### config.mk
export PLATFORM = sky130hd
export DESIGN_NAME = pong_game_ctrl_flat
export DESIGN_NICKNAME = d
export VERILOG_FILES = /design/src/rtl/pong_pkg.sv /design/src/rtl/pong_game_ctrl_if.sv /design/src/rtl/pong_frame_timer.sv /design/src/rtl/pong_game_ctrl.sv /design/src/flat_wrapper.sv
export SDC_FILE = /design/constraint.sdc
export NUM_CORES = 1
export LEC_CHECK = 0
export BUFFER_PORTS_ARGS = -buffer_cell sky130_fd_sc_hd__buf_2
export CAP_MARGIN = 40
export CORE_MARGIN = 3
export CORE_UTILIZATION = 60
export DETAILED_ROUTE_END_ITERATION = 8
export PLACE_DENSITY_LB_ADDON = 0.05
export SYNTH_ARGS = -nofsm -noshare
export SYNTH_HDL_FRONTEND = slang
export SYNTH_HIERARCHICAL = 1
export SYNTH_SLANG_ARGS = --single-unit
### constraint.sdc
create_clock -name clk -period 3.2 [get_ports clk]
set_input_delay 0.64 -clock clk [delete_from_list [all_inputs] [get_ports clk]]
set_output_delay 0.64 -clock clk [all_outputs]
set_load 0.02 [all_outputs]
### src/rtl/pong_pkg.sv
// rtl/pong_pkg.sv - shared state enum, geometry defaults and centre constants for pong_game_ctrl
package pong_pkg;

    typedef enum logic [2:0] {
        ST_IDLE,
        ST_SERVE,
        ST_PLAY,
        ST_UPD_MOVE,
        ST_UPD_WALL,
        ST_UPD_PADDLE,
        ST_UPD_SCORE,
        ST_GAME_OVER
    } pong_state_e;

    localparam int PADDLE_WIDTH_DEF = 8;
    localparam int H_RES_DEF        = 640;
    localparam int V_RES_DEF        = 480;
    localparam int BALL_SIZE_DEF    = 8;
    localparam int BALL_SPEED_DEF   = 2;
    localparam int PADDLE_H_DEF     = 64;
    localparam int PADDLE_W_DEF     = 8;
    localparam int PADDLE_X1_DEF    = 16;
    localparam int PADDLE_X2_DEF    = 616;
    localparam int WIN_SCORE_DEF    = 9;
    localparam int SERVE_FRAMES_DEF = 60;

    localparam logic DIR_RIGHT = 1'b0;
    localparam logic DIR_LEFT  = 1'b1;
    localparam logic DIR_DOWN  = 1'b0;
    localparam logic DIR_UP    = 1'b1;

    // Top-left coordinate that centres the ball on an axis of length res.
    function automatic logic [9:0] centre_coord(input int res, input int size);
        return 10'((res - size) / 2);
    endfunction

    localparam logic [9:0] CENTRE_X = centre_coord(H_RES_DEF, BALL_SIZE_DEF);
    localparam logic [9:0] CENTRE_Y = centre_coord(V_RES_DEF, BALL_SIZE_DEF);

endpackage

### src/rtl/pong_game_ctrl_if.sv
// rtl/pong_game_ctrl_if.sv - frame/paddle inputs and ball/score outputs of the game controller
// master: video/timing side (drives frame_tick, start, paddles)
// slave : game controller (drives ball_x/ball_y, scores, point, busy, game_over)
interface pong_game_ctrl_if #(
    parameter int PADDLE_WIDTH = pong_pkg::PADDLE_WIDTH_DEF
);
    logic                    frame_tick;
    logic                    start;
    logic [PADDLE_WIDTH-1:0] paddle1;
    logic [PADDLE_WIDTH-1:0] paddle2;
    logic [9:0]              ball_x;
    logic [9:0]              ball_y;
    logic [3:0]              score1;
    logic [3:0]              score2;
    logic                    point;
    logic                    busy;
    logic                    game_over;

    modport master (
        output frame_tick, start, paddle1, paddle2,
        input  ball_x, ball_y, score1, score2, point, busy, game_over
    );

    modport slave (
        input  frame_tick, start, paddle1, paddle2,
        output ball_x, ball_y, score1, score2, point, busy, game_over
    );
endinterface

### src/rtl/pong_frame_timer.sv
// rtl/pong_frame_timer.sv - loadable frame down-counter flagging zero, used for the serve delay
// clk, reset   : clock, asynchronous active-high reset
// load_i       : load load_val_i (has priority over tick_i)
// tick_i       : decrement by one, stops at zero
// zero_o       : count is zero
module pong_frame_timer #(
    parameter int WIDTH = 8
) (
    input  logic             clk,
    input  logic             reset,
    input  logic             load_i,
    input  logic [WIDTH-1:0] load_val_i,
    input  logic             tick_i,
    output logic             zero_o
);
    logic [WIDTH-1:0] count_q;
    logic [WIDTH-1:0] count_d;

    always_comb begin
        count_d = count_q;
        if (load_i) begin
            count_d = load_val_i;
        end else if (tick_i && (count_q != '0)) begin
            count_d = count_q - WIDTH'(1);
        end
    end

    always_ff @(posedge clk or posedge reset) begin
        if (reset) begin
            count_q <= '0;
        end else begin
            count_q <= count_d;
        end
    end

    assign zero_o = (count_q == '0);
endmodule

### src/rtl/pong_game_ctrl.sv
// rtl/pong_game_ctrl.sv - pong game-state controller: serve, per-frame physics update, scoring
// clk, reset : clock, asynchronous active-high reset
// bus        : pong_game_ctrl_if.slave (frame_tick/start/paddles in; ball, scores, point, busy, game_over out)
// PONG_SPEEDUP_EN : when defined, each paddle hit raises speed by 1 up to 2*BALL_SPEED
module pong_game_ctrl
    import pong_pkg::*;
#(
    parameter int PADDLE_WIDTH = PADDLE_WIDTH_DEF,
    parameter int H_RES        = H_RES_DEF,
    parameter int V_RES        = V_RES_DEF,
    parameter int BALL_SIZE    = BALL_SIZE_DEF,
    parameter int BALL_SPEED   = BALL_SPEED_DEF,
    parameter int PADDLE_H     = PADDLE_H_DEF,
    parameter int PADDLE_W     = PADDLE_W_DEF,
    parameter int PADDLE_X1    = PADDLE_X1_DEF,
    parameter int PADDLE_X2    = PADDLE_X2_DEF,
    parameter int WIN_SCORE    = WIN_SCORE_DEF,
    parameter int SERVE_FRAMES = SERVE_FRAMES_DEF
) (
    input  logic            clk,
    input  logic            reset,
    pong_game_ctrl_if.slave bus
);
    localparam logic [9:0] CX = centre_coord(H_RES, BALL_SIZE);
    localparam logic [9:0] CY = centre_coord(V_RES, BALL_SIZE);

    localparam logic signed [10:0] X_MAX    = 11'(H_RES - BALL_SIZE);
    localparam logic signed [10:0] Y_MAX    = 11'(V_RES - BALL_SIZE);
    localparam logic signed [10:0] TOP_MAX  = 11'(V_RES - PADDLE_H);
    localparam logic signed [10:0] BS       = 11'(BALL_SIZE);
    localparam logic signed [10:0] PH       = 11'(PADDLE_H);
    localparam logic signed [10:0] PX1      = 11'(PADDLE_X1);
    localparam logic signed [10:0] PX1_EDGE = 11'(PADDLE_X1 + PADDLE_W);
    localparam logic signed [10:0] PX2      = 11'(PADDLE_X2);
    localparam logic signed [10:0] PX2_EDGE = 11'(PADDLE_X2 + PADDLE_W);
    localparam logic signed [10:0] PX2_STOP = 11'(PADDLE_X2 - BALL_SIZE);

    localparam logic [3:0] SPEED_BASE = 4'(BALL_SPEED);
    localparam logic [3:0] WIN        = 4'(WIN_SCORE);
    localparam int         TW         = $clog2(SERVE_FRAMES + 1);

    pong_state_e       state_q, state_d;
    logic [9:0]        x_q, x_d, y_q, y_d;
    logic signed [10:0] nx_q, nx_d, ny_q, ny_d;
    logic              dx_q, dx_d, dy_q, dy_d;
    logic              serve_dy_q, serve_dy_d;
    logic [3:0]        score1_q, score1_d, score2_q, score2_d;
    logic              point_q, point_d;
    logic              tmr_load;
    logic              tmr_zero;
    logic [3:0]        speed_q;

    pong_frame_timer #(.WIDTH(TW)) u_serve_timer (
        .clk        (clk),
        .reset      (reset),
        .load_i     (tmr_load),
        .load_val_i (TW'(SERVE_FRAMES)),
        .tick_i     (bus.frame_tick && (state_q == ST_SERVE)),
        .zero_o     (tmr_zero)
    );

    // Paddle top = min(position*2, V_RES-PADDLE_H).
    logic signed [10:0] p1_sh, p2_sh, top1, top2;
    assign p1_sh = signed'(11'({bus.paddle1, 1'b0}));
    assign p2_sh = signed'(11'({bus.paddle2, 1'b0}));
    assign top1  = (p1_sh > TOP_MAX) ? TOP_MAX : p1_sh;
    assign top2  = (p2_sh > TOP_MAX) ? TOP_MAX : p2_sh;

    // Hit tests evaluated on the post-wall candidate position.
    logic hit1, hit2;
    assign hit1 = (dx_q == DIR_LEFT) && (nx_q <= PX1_EDGE) && (nx_q + BS > PX1)
               && (ny_q < top1 + PH) && (ny_q + BS > top1);
    assign hit2 = (dx_q == DIR_RIGHT) && (nx_q + BS >= PX2) && (nx_q < PX2_EDGE)
               && (ny_q < top2 + PH) && (ny_q + BS > top2);

`ifdef PONG_SPEEDUP_EN
    localparam logic [3:0] SPEED_MAX = 4'(2 * BALL_SPEED);
    always_ff @(posedge clk or posedge reset) begin
        if (reset) begin
            speed_q <= SPEED_BASE;
        end else if ((state_q == ST_SERVE) && tmr_zero) begin
            speed_q <= SPEED_BASE;
        end else if ((state_q == ST_UPD_PADDLE) && (hit1 || hit2) && (speed_q < SPEED_MAX)) begin
            speed_q <= speed_q + 4'd1;
        end
    end
`else
    assign speed_q = SPEED_BASE;
`endif

    logic signed [10:0] cur_x, cur_y, spd;
    assign cur_x = signed'({1'b0, x_q});
    assign cur_y = signed'({1'b0, y_q});
    assign spd   = signed'({7'd0, speed_q});

    always_comb begin
        state_d    = state_q;
        x_d        = x_q;
        y_d        = y_q;
        nx_d       = nx_q;
        ny_d       = ny_q;
        dx_d       = dx_q;
        dy_d       = dy_q;
        serve_dy_d = serve_dy_q;
        score1_d   = score1_q;
        score2_d   = score2_q;
        point_d    = 1'b0;
        tmr_load   = 1'b0;
        case (state_q)
            ST_IDLE, ST_GAME_OVER: begin
                x_d = CX;
                y_d = CY;
                if (bus.start) begin
                    state_d    = ST_SERVE;
                    tmr_load   = 1'b1;
                    score1_d   = '0;
                    score2_d   = '0;
                    dx_d       = DIR_RIGHT;
                    dy_d       = DIR_DOWN;
                    serve_dy_d = DIR_DOWN;
                end
            end
            ST_SERVE: begin
                x_d = CX;
                y_d = CY;
                if (tmr_zero) state_d = ST_PLAY;
            end
            ST_PLAY: begin
                if (bus.frame_tick) state_d = ST_UPD_MOVE;
            end
            ST_UPD_MOVE: begin
                nx_d    = (dx_q == DIR_RIGHT) ? cur_x + spd : cur_x - spd;
                ny_d    = (dy_q == DIR_DOWN)  ? cur_y + spd : cur_y - spd;
                state_d = ST_UPD_WALL;
            end
            ST_UPD_WALL: begin
                if (ny_q <= 11'sd0) begin
                    ny_d = '0;
                    dy_d = DIR_DOWN;
                end else if (ny_q >= Y_MAX) begin
                    ny_d = Y_MAX;
                    dy_d = DIR_UP;
                end
                state_d = ST_UPD_PADDLE;
            end
            ST_UPD_PADDLE: begin
                if (hit1) begin
                    nx_d = PX1_EDGE;
                    dx_d = DIR_RIGHT;
                end else if (hit2) begin
                    nx_d = PX2_STOP;
                    dx_d = DIR_LEFT;
                end
                state_d = ST_UPD_SCORE;
            end
            ST_UPD_SCORE: begin
                if ((nx_q <= 11'sd0) || (nx_q >= X_MAX)) begin
                    point_d = 1'b1;
                    x_d     = CX;
                    y_d     = CY;
                    // Next serve heads toward whoever conceded.
                    if (nx_q <= 11'sd0) begin
                        score2_d = score2_q + 4'd1;
                        dx_d     = DIR_LEFT;
                    end else begin
                        score1_d = score1_q + 4'd1;
                        dx_d     = DIR_RIGHT;
                    end
                    if ((score1_d == WIN) || (score2_d == WIN)) begin
                        state_d = ST_GAME_OVER;
                    end else begin
                        state_d    = ST_SERVE;
                        tmr_load   = 1'b1;
                        serve_dy_d = ~serve_dy_q;
                        dy_d       = ~serve_dy_q;
                    end
                end else begin
                    x_d     = nx_q[9:0];
                    y_d     = ny_q[9:0];
                    state_d = ST_PLAY;
                end
            end
            default: state_d = ST_IDLE;
        endcase
    end

    always_ff @(posedge clk or posedge reset) begin
        if (reset) begin
            state_q    <= ST_IDLE;
            x_q        <= CX;
            y_q        <= CY;
            nx_q       <= '0;
            ny_q       <= '0;
            dx_q       <= DIR_RIGHT;
            dy_q       <= DIR_DOWN;
            serve_dy_q <= DIR_DOWN;
            score1_q   <= '0;
            score2_q   <= '0;
            point_q    <= 1'b0;
        end else begin
            state_q    <= state_d;
            x_q        <= x_d;
            y_q        <= y_d;
            nx_q       <= nx_d;
            ny_q       <= ny_d;
            dx_q       <= dx_d;
            dy_q       <= dy_d;
            serve_dy_q <= serve_dy_d;
            score1_q   <= score1_d;
            score2_q   <= score2_d;
            point_q    <= point_d;
        end
    end

    assign bus.ball_x    = x_q;
    assign bus.ball_y    = y_q;
    assign bus.score1    = score1_q;
    assign bus.score2    = score2_q;
    assign bus.point     = point_q;
    assign bus.busy      = (state_q == ST_UPD_MOVE) || (state_q == ST_UPD_WALL)
                        || (state_q == ST_UPD_PADDLE) || (state_q == ST_UPD_SCORE);
    assign bus.game_over = (state_q == ST_GAME_OVER);
endmodule
### src/flat_wrapper.sv
// flat-port wrapper written by rule: the top's interface ports become plain ports
module pong_game_ctrl_flat import pong_pkg::*;
#(
    parameter int PADDLE_WIDTH = PADDLE_WIDTH_DEF,
    parameter int H_RES        = H_RES_DEF,
    parameter int V_RES        = V_RES_DEF,
    parameter int BALL_SIZE    = BALL_SIZE_DEF,
    parameter int BALL_SPEED   = BALL_SPEED_DEF,
    parameter int PADDLE_H     = PADDLE_H_DEF,
    parameter int PADDLE_W     = PADDLE_W_DEF,
    parameter int PADDLE_X1    = PADDLE_X1_DEF,
    parameter int PADDLE_X2    = PADDLE_X2_DEF,
    parameter int WIN_SCORE    = WIN_SCORE_DEF,
    parameter int SERVE_FRAMES = SERVE_FRAMES_DEF
)
  (clk, reset, bus_frame_tick, bus_start, bus_paddle1, bus_paddle2, bus_ball_x, bus_ball_y, bus_score1, bus_score2, bus_point, bus_busy, bus_game_over);
  pong_game_ctrl_if #(.PADDLE_WIDTH(PADDLE_WIDTH)) bus_i ();
  input  logic clk;
  input  logic reset;
  input wire logic [$bits(bus_i.frame_tick)-1:0] bus_frame_tick;
  input wire logic [$bits(bus_i.start)-1:0] bus_start;
  input wire logic [$bits(bus_i.paddle1)-1:0] bus_paddle1;
  input wire logic [$bits(bus_i.paddle2)-1:0] bus_paddle2;
  output wire logic [$bits(bus_i.ball_x)-1:0] bus_ball_x;
  output wire logic [$bits(bus_i.ball_y)-1:0] bus_ball_y;
  output wire logic [$bits(bus_i.score1)-1:0] bus_score1;
  output wire logic [$bits(bus_i.score2)-1:0] bus_score2;
  output wire logic [$bits(bus_i.point)-1:0] bus_point;
  output wire logic [$bits(bus_i.busy)-1:0] bus_busy;
  output wire logic [$bits(bus_i.game_over)-1:0] bus_game_over;
  assign bus_i.frame_tick = bus_frame_tick;
  assign bus_i.start = bus_start;
  assign bus_i.paddle1 = bus_paddle1;
  assign bus_i.paddle2 = bus_paddle2;
  assign bus_ball_x = bus_i.ball_x;
  assign bus_ball_y = bus_i.ball_y;
  assign bus_score1 = bus_i.score1;
  assign bus_score2 = bus_i.score2;
  assign bus_point = bus_i.point;
  assign bus_busy = bus_i.busy;
  assign bus_game_over = bus_i.game_over;
  pong_game_ctrl #(.PADDLE_WIDTH(PADDLE_WIDTH), .H_RES(H_RES), .V_RES(V_RES), .BALL_SIZE(BALL_SIZE), .BALL_SPEED(BALL_SPEED), .PADDLE_H(PADDLE_H), .PADDLE_W(PADDLE_W), .PADDLE_X1(PADDLE_X1), .PADDLE_X2(PADDLE_X2), .WIN_SCORE(WIN_SCORE), .SERVE_FRAMES(SERVE_FRAMES)) u_core (.clk(clk), .reset(reset), .bus(bus_i));
endmodule
# == Word-level counts from Yosys, hierarchy flattened ==
# Index checks and enable logic that the tools add are counted.
# op_classes
reduce_logical,34
mux,51
bitwise,2
eq_ne,16
add_sub_neg,11
magnitude_cmp,14
# ops
cell,n
$mux W11,6
$pmux W11 S2,2
$pmux W10 S2,2
$mux W4,9
$add A10 B2 Y11 const B,2
$add A11 B5 Y11 const B,2
$add A11 B8 Y11 const B,2
$ge A11 B11 Y1 const B,2
$gt A11 B11 Y1,2
$le A11 B1 Y1 const B,2
$lt A11 B11 Y1,2
$sub A10 B2 Y11 const B,2
$pmux W3 S7,1
$mux W10,2
$gt A9 B9 Y1 const B,2
$mux W9,2
$pmux W4 S2,2
$mux W3,5
$mux W1,14
$eq A3 B3 Y1 const B,4
$mux W6,2
$ge A11 B10 Y1 const B,1
$gt A11 B6 Y1 const B,1
$le A11 B6 Y1 const B,1
25 further kinds,56
# word_totals
elab_cells,140
input_bits,20
register_bits,63
out_inout_bits,31

# == Logic depth before layout (Yosys ltp) ==
# depth
ltp_word,10
ltp_mapped,13
depth_no_buf,11

# == Cells and area by module ==
# Netlist, hierarchy kept.
# modules_own_cells
module,seq_area_each_um2,cells_per_inst,n_inst,area_each_um2
pong_game_ctrl,1438.9,534,1,4717.0
pong_frame_timer,150.1,49,1,426.7

# == Worst setup path before layout ==
# Ideal clock, no wire load.
# synth_timing
kind,input port to flip-flop
from,input port bus_paddle2[6]
to,register u_core.nx_q[9]
required_time_ps,3133
slack_ps,403
setup_ps,67
n_path_buf,2
arrival_ps,2729
path_stages,12
path_cell_list,buf_2 > o211ai_1 > nand2_1 > ha_1 > nor2b_1 > o2111a_1 > a2111oi_0 > or3_1 > o211ai_2 > o31ai_4 > buf_6 > o221a_1
# synth_between
elab_chain_cells,8
word_cells_on_any_way,9
cone_classes,1 x add/sub; 3 x order compare; 1 x eq/ne; 1 x mux; 3 x reduce/logical
# synth_lines
element,line_no,text
start: declaration,flat_wrapper.sv:23,input wire logic [$bits(bus_i.paddle2)-1:0] bus_paddle2;
$gt A9 B9 Y1,pong_game_ctrl.sv:67,assign top2 = (p2_sh > TOP_MAX) ? TOP_MAX : p2_sh;
$mux W9 *,pong_game_ctrl.sv:67,
$add A11 B8 Y11,pong_game_ctrl.sv:74,&& (ny_q < top2 + PH) && (ny_q + BS > top2);
$lt A11 B11 Y1,pong_game_ctrl.sv:74,
$logic_and A1 B1 Y1,pong_game_ctrl.sv:74,
$logic_and A1 B1 Y1 *,pong_game_ctrl.sv:74,
$ne A3 B1 Y1 (no source line) *,-,
$reduce_and A2 Y1 (no source line) *,-,
end signal: assignment,pong_game_ctrl.sv:204,nx_q <= nx_d;
end: declaration,pong_game_ctrl.sv:44,"logic signed [10:0] nx_q, nx_d, ny_q, ny_d;"
# Mark *: on every way between the ends. The rest lies on a longest branch, timed or not.
# A chain may end at the register's enable or synchronous reset.

# == Worst setup path after layout ==
# layout_timing
from,input port bus_paddle2[5]
to,register u_core.nx_q[6]
# Same word-level chain as after synthesis.

==> impl_metrics.json <==
{
  "status": "finished clean",
  "path_class": "in2reg",
  "ys_seq_area_share_pct": 30.9,
  "detail_route.iter0.violations": 239,
  "place_inst": 738,
  "ctsHoldBuffers": 0,
  "clockRootBuffer": "clkbuf_8",
  "cts_max_level": 3,
  "drive_gt1_share_pct": 17.3,
  "drt-total-wl_mm": 12.9,
  "netlist_area_mm2": 0.00514,
  "ant_nets": 0,
  "maxSlewViolCount": 0,
  "row_count": 33,
  "cts_made_buffers": 9,
  "hp-class": "in2async",
  "firstDrtPassIters": 5,
  "hpwl_mm": 9.95,
  "cts.sinks": 63,
  "arrival_ns": 3.24,
  "period_needed_ns": 2.97,
  "clock.fmax_mhz": 336,
  "grt_overflow": 0,
  "num_vias": 4711,
  "antenna_found_initial": 0,
  "cp-end-kind": "flop",
  "drc": 0,
  "die_x_um": 98.6,
  "yosysWarnings": 6,
  "clkLatencyLatePin_ns": 0.34,
  "r2r_cells": 11,
  "pwr-share-comb_pct": 60.6,
  "cp-start-kind": "primary input",
  "p_sw_mw": 2.90,
  "syn_area_per_cell_um2": 8.82,
  "setup_viol": 0,
  "coreArea_mm2": 0.00826,
  "die-area_mm2": 0.00972,
  "place_congestion": 0.879,
  "ios": 51,
  "yosysTopAreaCell": "dfrtp_1",
  "die_h_um": 98.6,
  "dpl-instance-area_mm2": 0.00559,
  "synth_edf_count": 0,
  "clk_pin_slew_ns": 0.07,
  "pwr-share-seq_pct": 26.3,
  "hold-worst-slack_ns": 0.233,
  "relSlewSlack_pct": 53.4,
  "synth_top_area_share_pct": 25.8,
  "p_per_area_mw_per_mm2": 1040,
  "worst_pin_slew_ns": 0.693,
  "period_share_pct": 92.9,
  "ys_ff_latch": 63,
  "rsz0062_at_grt": "false",
  "grt_pass1_wl_mm": 21.8,
  "track_usage_pct": 27.3,
  "netSwitchingFraction_pct": 47.8,
  "grt_pass1_vias": 4549,
  "synthFlopType": "dfrtp_1",
  "final_cell_area_mm2": 0.00582,
  "vdd_ir_drop_max_v": 0.000603,
  "p_clk_share_pct": 13.1,
  "pre_cts_slack_ns": -0.0917,
  "grt_max_degree": 33,
  "wire_per_inst_um": 17.1,
  "maxCapViolCount": 0,
  "initial_core_util_pct": 62.3,
  "finClkSkew_ns": 0.0112,
  "postSynth.asyncResetShare_pct": 100,
  "ys_types": 84,
  "worstPathRequired_ns": 3.47,
  "synth_area_leaders": "dfrtp_1 (26%), ha_1 (12%), dfstp_2 (5.1%)",
  "intPower_mw": 3.17,
  "via_per_inst": 6.25,
  "r2r_slack_ns": 0.23,
  "io_buffers": 50,
  "synthCells": 583,
  "path_max_fanout": 11,
  "cts_tree": "done",
  "stdcell_count": 754,
  "power_mw": 6.08,
  "reg2reg_from": "u_core/ny_q[4]",
  "area_growth_syn_to_layout_pct": 13.1,
  "n_antenna_cell": 0,
  "fin_nets": 714,
  "startpoint": "bus_paddle2[5]",
  "setup_slack_ns": 0.226,
  "clock_path_buffers": 2,
  "final-hold-violation-count": 0,
  "leakagePower_nw": 2.65
}
==> cells by family after synthesis <==
family	share of synthesized area [%]
AO/OA/AOI/OAI	26.4
XOR/XNOR	5.84
adder cells (fa/ha/maj)	12.5
buffers and inverters	5.06
flip-flops	30.9
multiplexers	0.803
other	0.146
AND/OR/NAND/NOR	18.4
==> power by group through the flow <==
| stage | registers, mW | clock network (mW) | logic [mW] |
|---|---|---|---|
| finish | 1.60 | 0.795 | 3.68 |
| global route | 1.66 | 0.852 | 4.10 |
| CTS | 1.59 | 0.813 | 3.67 |
| detailed placement | 1.60 | 0 | 3.65 |
| global placement | 1.58 | 0 | 3.53 |
| floorplan | 1.50 | 0 | 2.76 |
==> cell type report <==
class / instances / area, um^2
timing repair buffer: 70 / 425
sequential: 63 / 1590
fill: 695 / 2440
clock inverter: 5 / 80.1
multi-input combinational: 467 / 3320
tap: 105 / 131
clock buffer: 11 / 151
inverter: 33 / 124
==> stage by stage <==
stage                     TNS, ns  utilization (%)
after floorplan                 0                -
after global placement          0             67.7
after detailed placement   -0.684             67.7
after CTS                       0             70.5
after global routing            0             70.5
final                           0             70.5
==> flip-flops by register name (all words and copies together), names as in the netlist <==
signal	flops
u_core/bus.ball_y	10
u_core/ny_q	11
u_core/nx_q	11
u_core/u_serve_timer/count_q	6
u_core/bus.point	1
u_core/dy_q	1
u_core/bus.ball_x	10
u_core/bus.score2	4
u_core/serve_dy_q	1
u_core/dx_q	1
u_core/state_q	3
u_core/bus.score1	4
==> synthesized netlist by cell type (3+ instances only) <==
cell	count
a31oi_1	15
o21ai_0	37
nand2_1	52
xor2_1	7
xnor2_1	17
buf_2	6
a21o_1	9
o41ai_1	3
o22a_1	5
nor3b_1	8
a211oi_1	3
inv_1	32
dfrtp_1	53
o21a_1	6
a22o_1	7
nand3_1	17
nor4_1	3
o22ai_1	4
o21bai_1	4
xnor3_1	4
buf_4	6
a22oi_1	3
or3_1	6
nor2b_1	8
nor3_1	12
a21boi_0	3
nand4_1	9
nor2_1	38
nand2b_1	3
and3_1	7
o31ai_1	8
ha_1	48
o32ai_1	6
dfstp_2	10
clkbuf_1	12
a21oi_1	46
o211ai_1	4
mux2i_1	3
==> metal layers <==
layer	track usage, %	vias to the layer above	share of wire, %
li1	-	2297	-
met1	37.7	2258	45
met2	44.7	133	48
met3	4.46	23	5.4
met4	7.56	0	1.5
met5	0	-	0
==> path summary, 6_finish.rpt <==
path	end
max	u_core/nx_q[6]
min	u_core/u_serve_timer/count_q[3]
max reg2reg	u_core/nx_q[1]
min reg2reg	u_core/serve_dy_q
max in group asynchronous	u_core/bus.ball_x[3]
min in group clk	u_core/serve_dy_q
==> critical path, stage by stage <==
cell	delay, ns
buf_2	0.13
o211ai_1	0.36
nand2_1	0.11
ha_1	0.29
nor2b_1	0.15
o2111a_1	0.22
a2111oi_1	0.43
or3_1	0.19
o211ai_2	0.14
o31ai_4	0.23
buf_12	0.16
o221a_2	0.18
==> timing repair <==
item,4_1_cts,5_1_grt
buffers inserted,0,0
gates resized for setup,0,1
setup endpoints to repair,0,9
==> placed cells by master (no fill, tap or decap), types with 18 or more instances in the layout <==
cell      n
buf_4    18
o21ai_0  37
buf_2    50
nand2_1  52
ha_1     48
nor2_1   38
a21oi_1  46
dfrtp_1  53
inv_1    31
No activity file was read; power rests on OpenSTA's default activity.
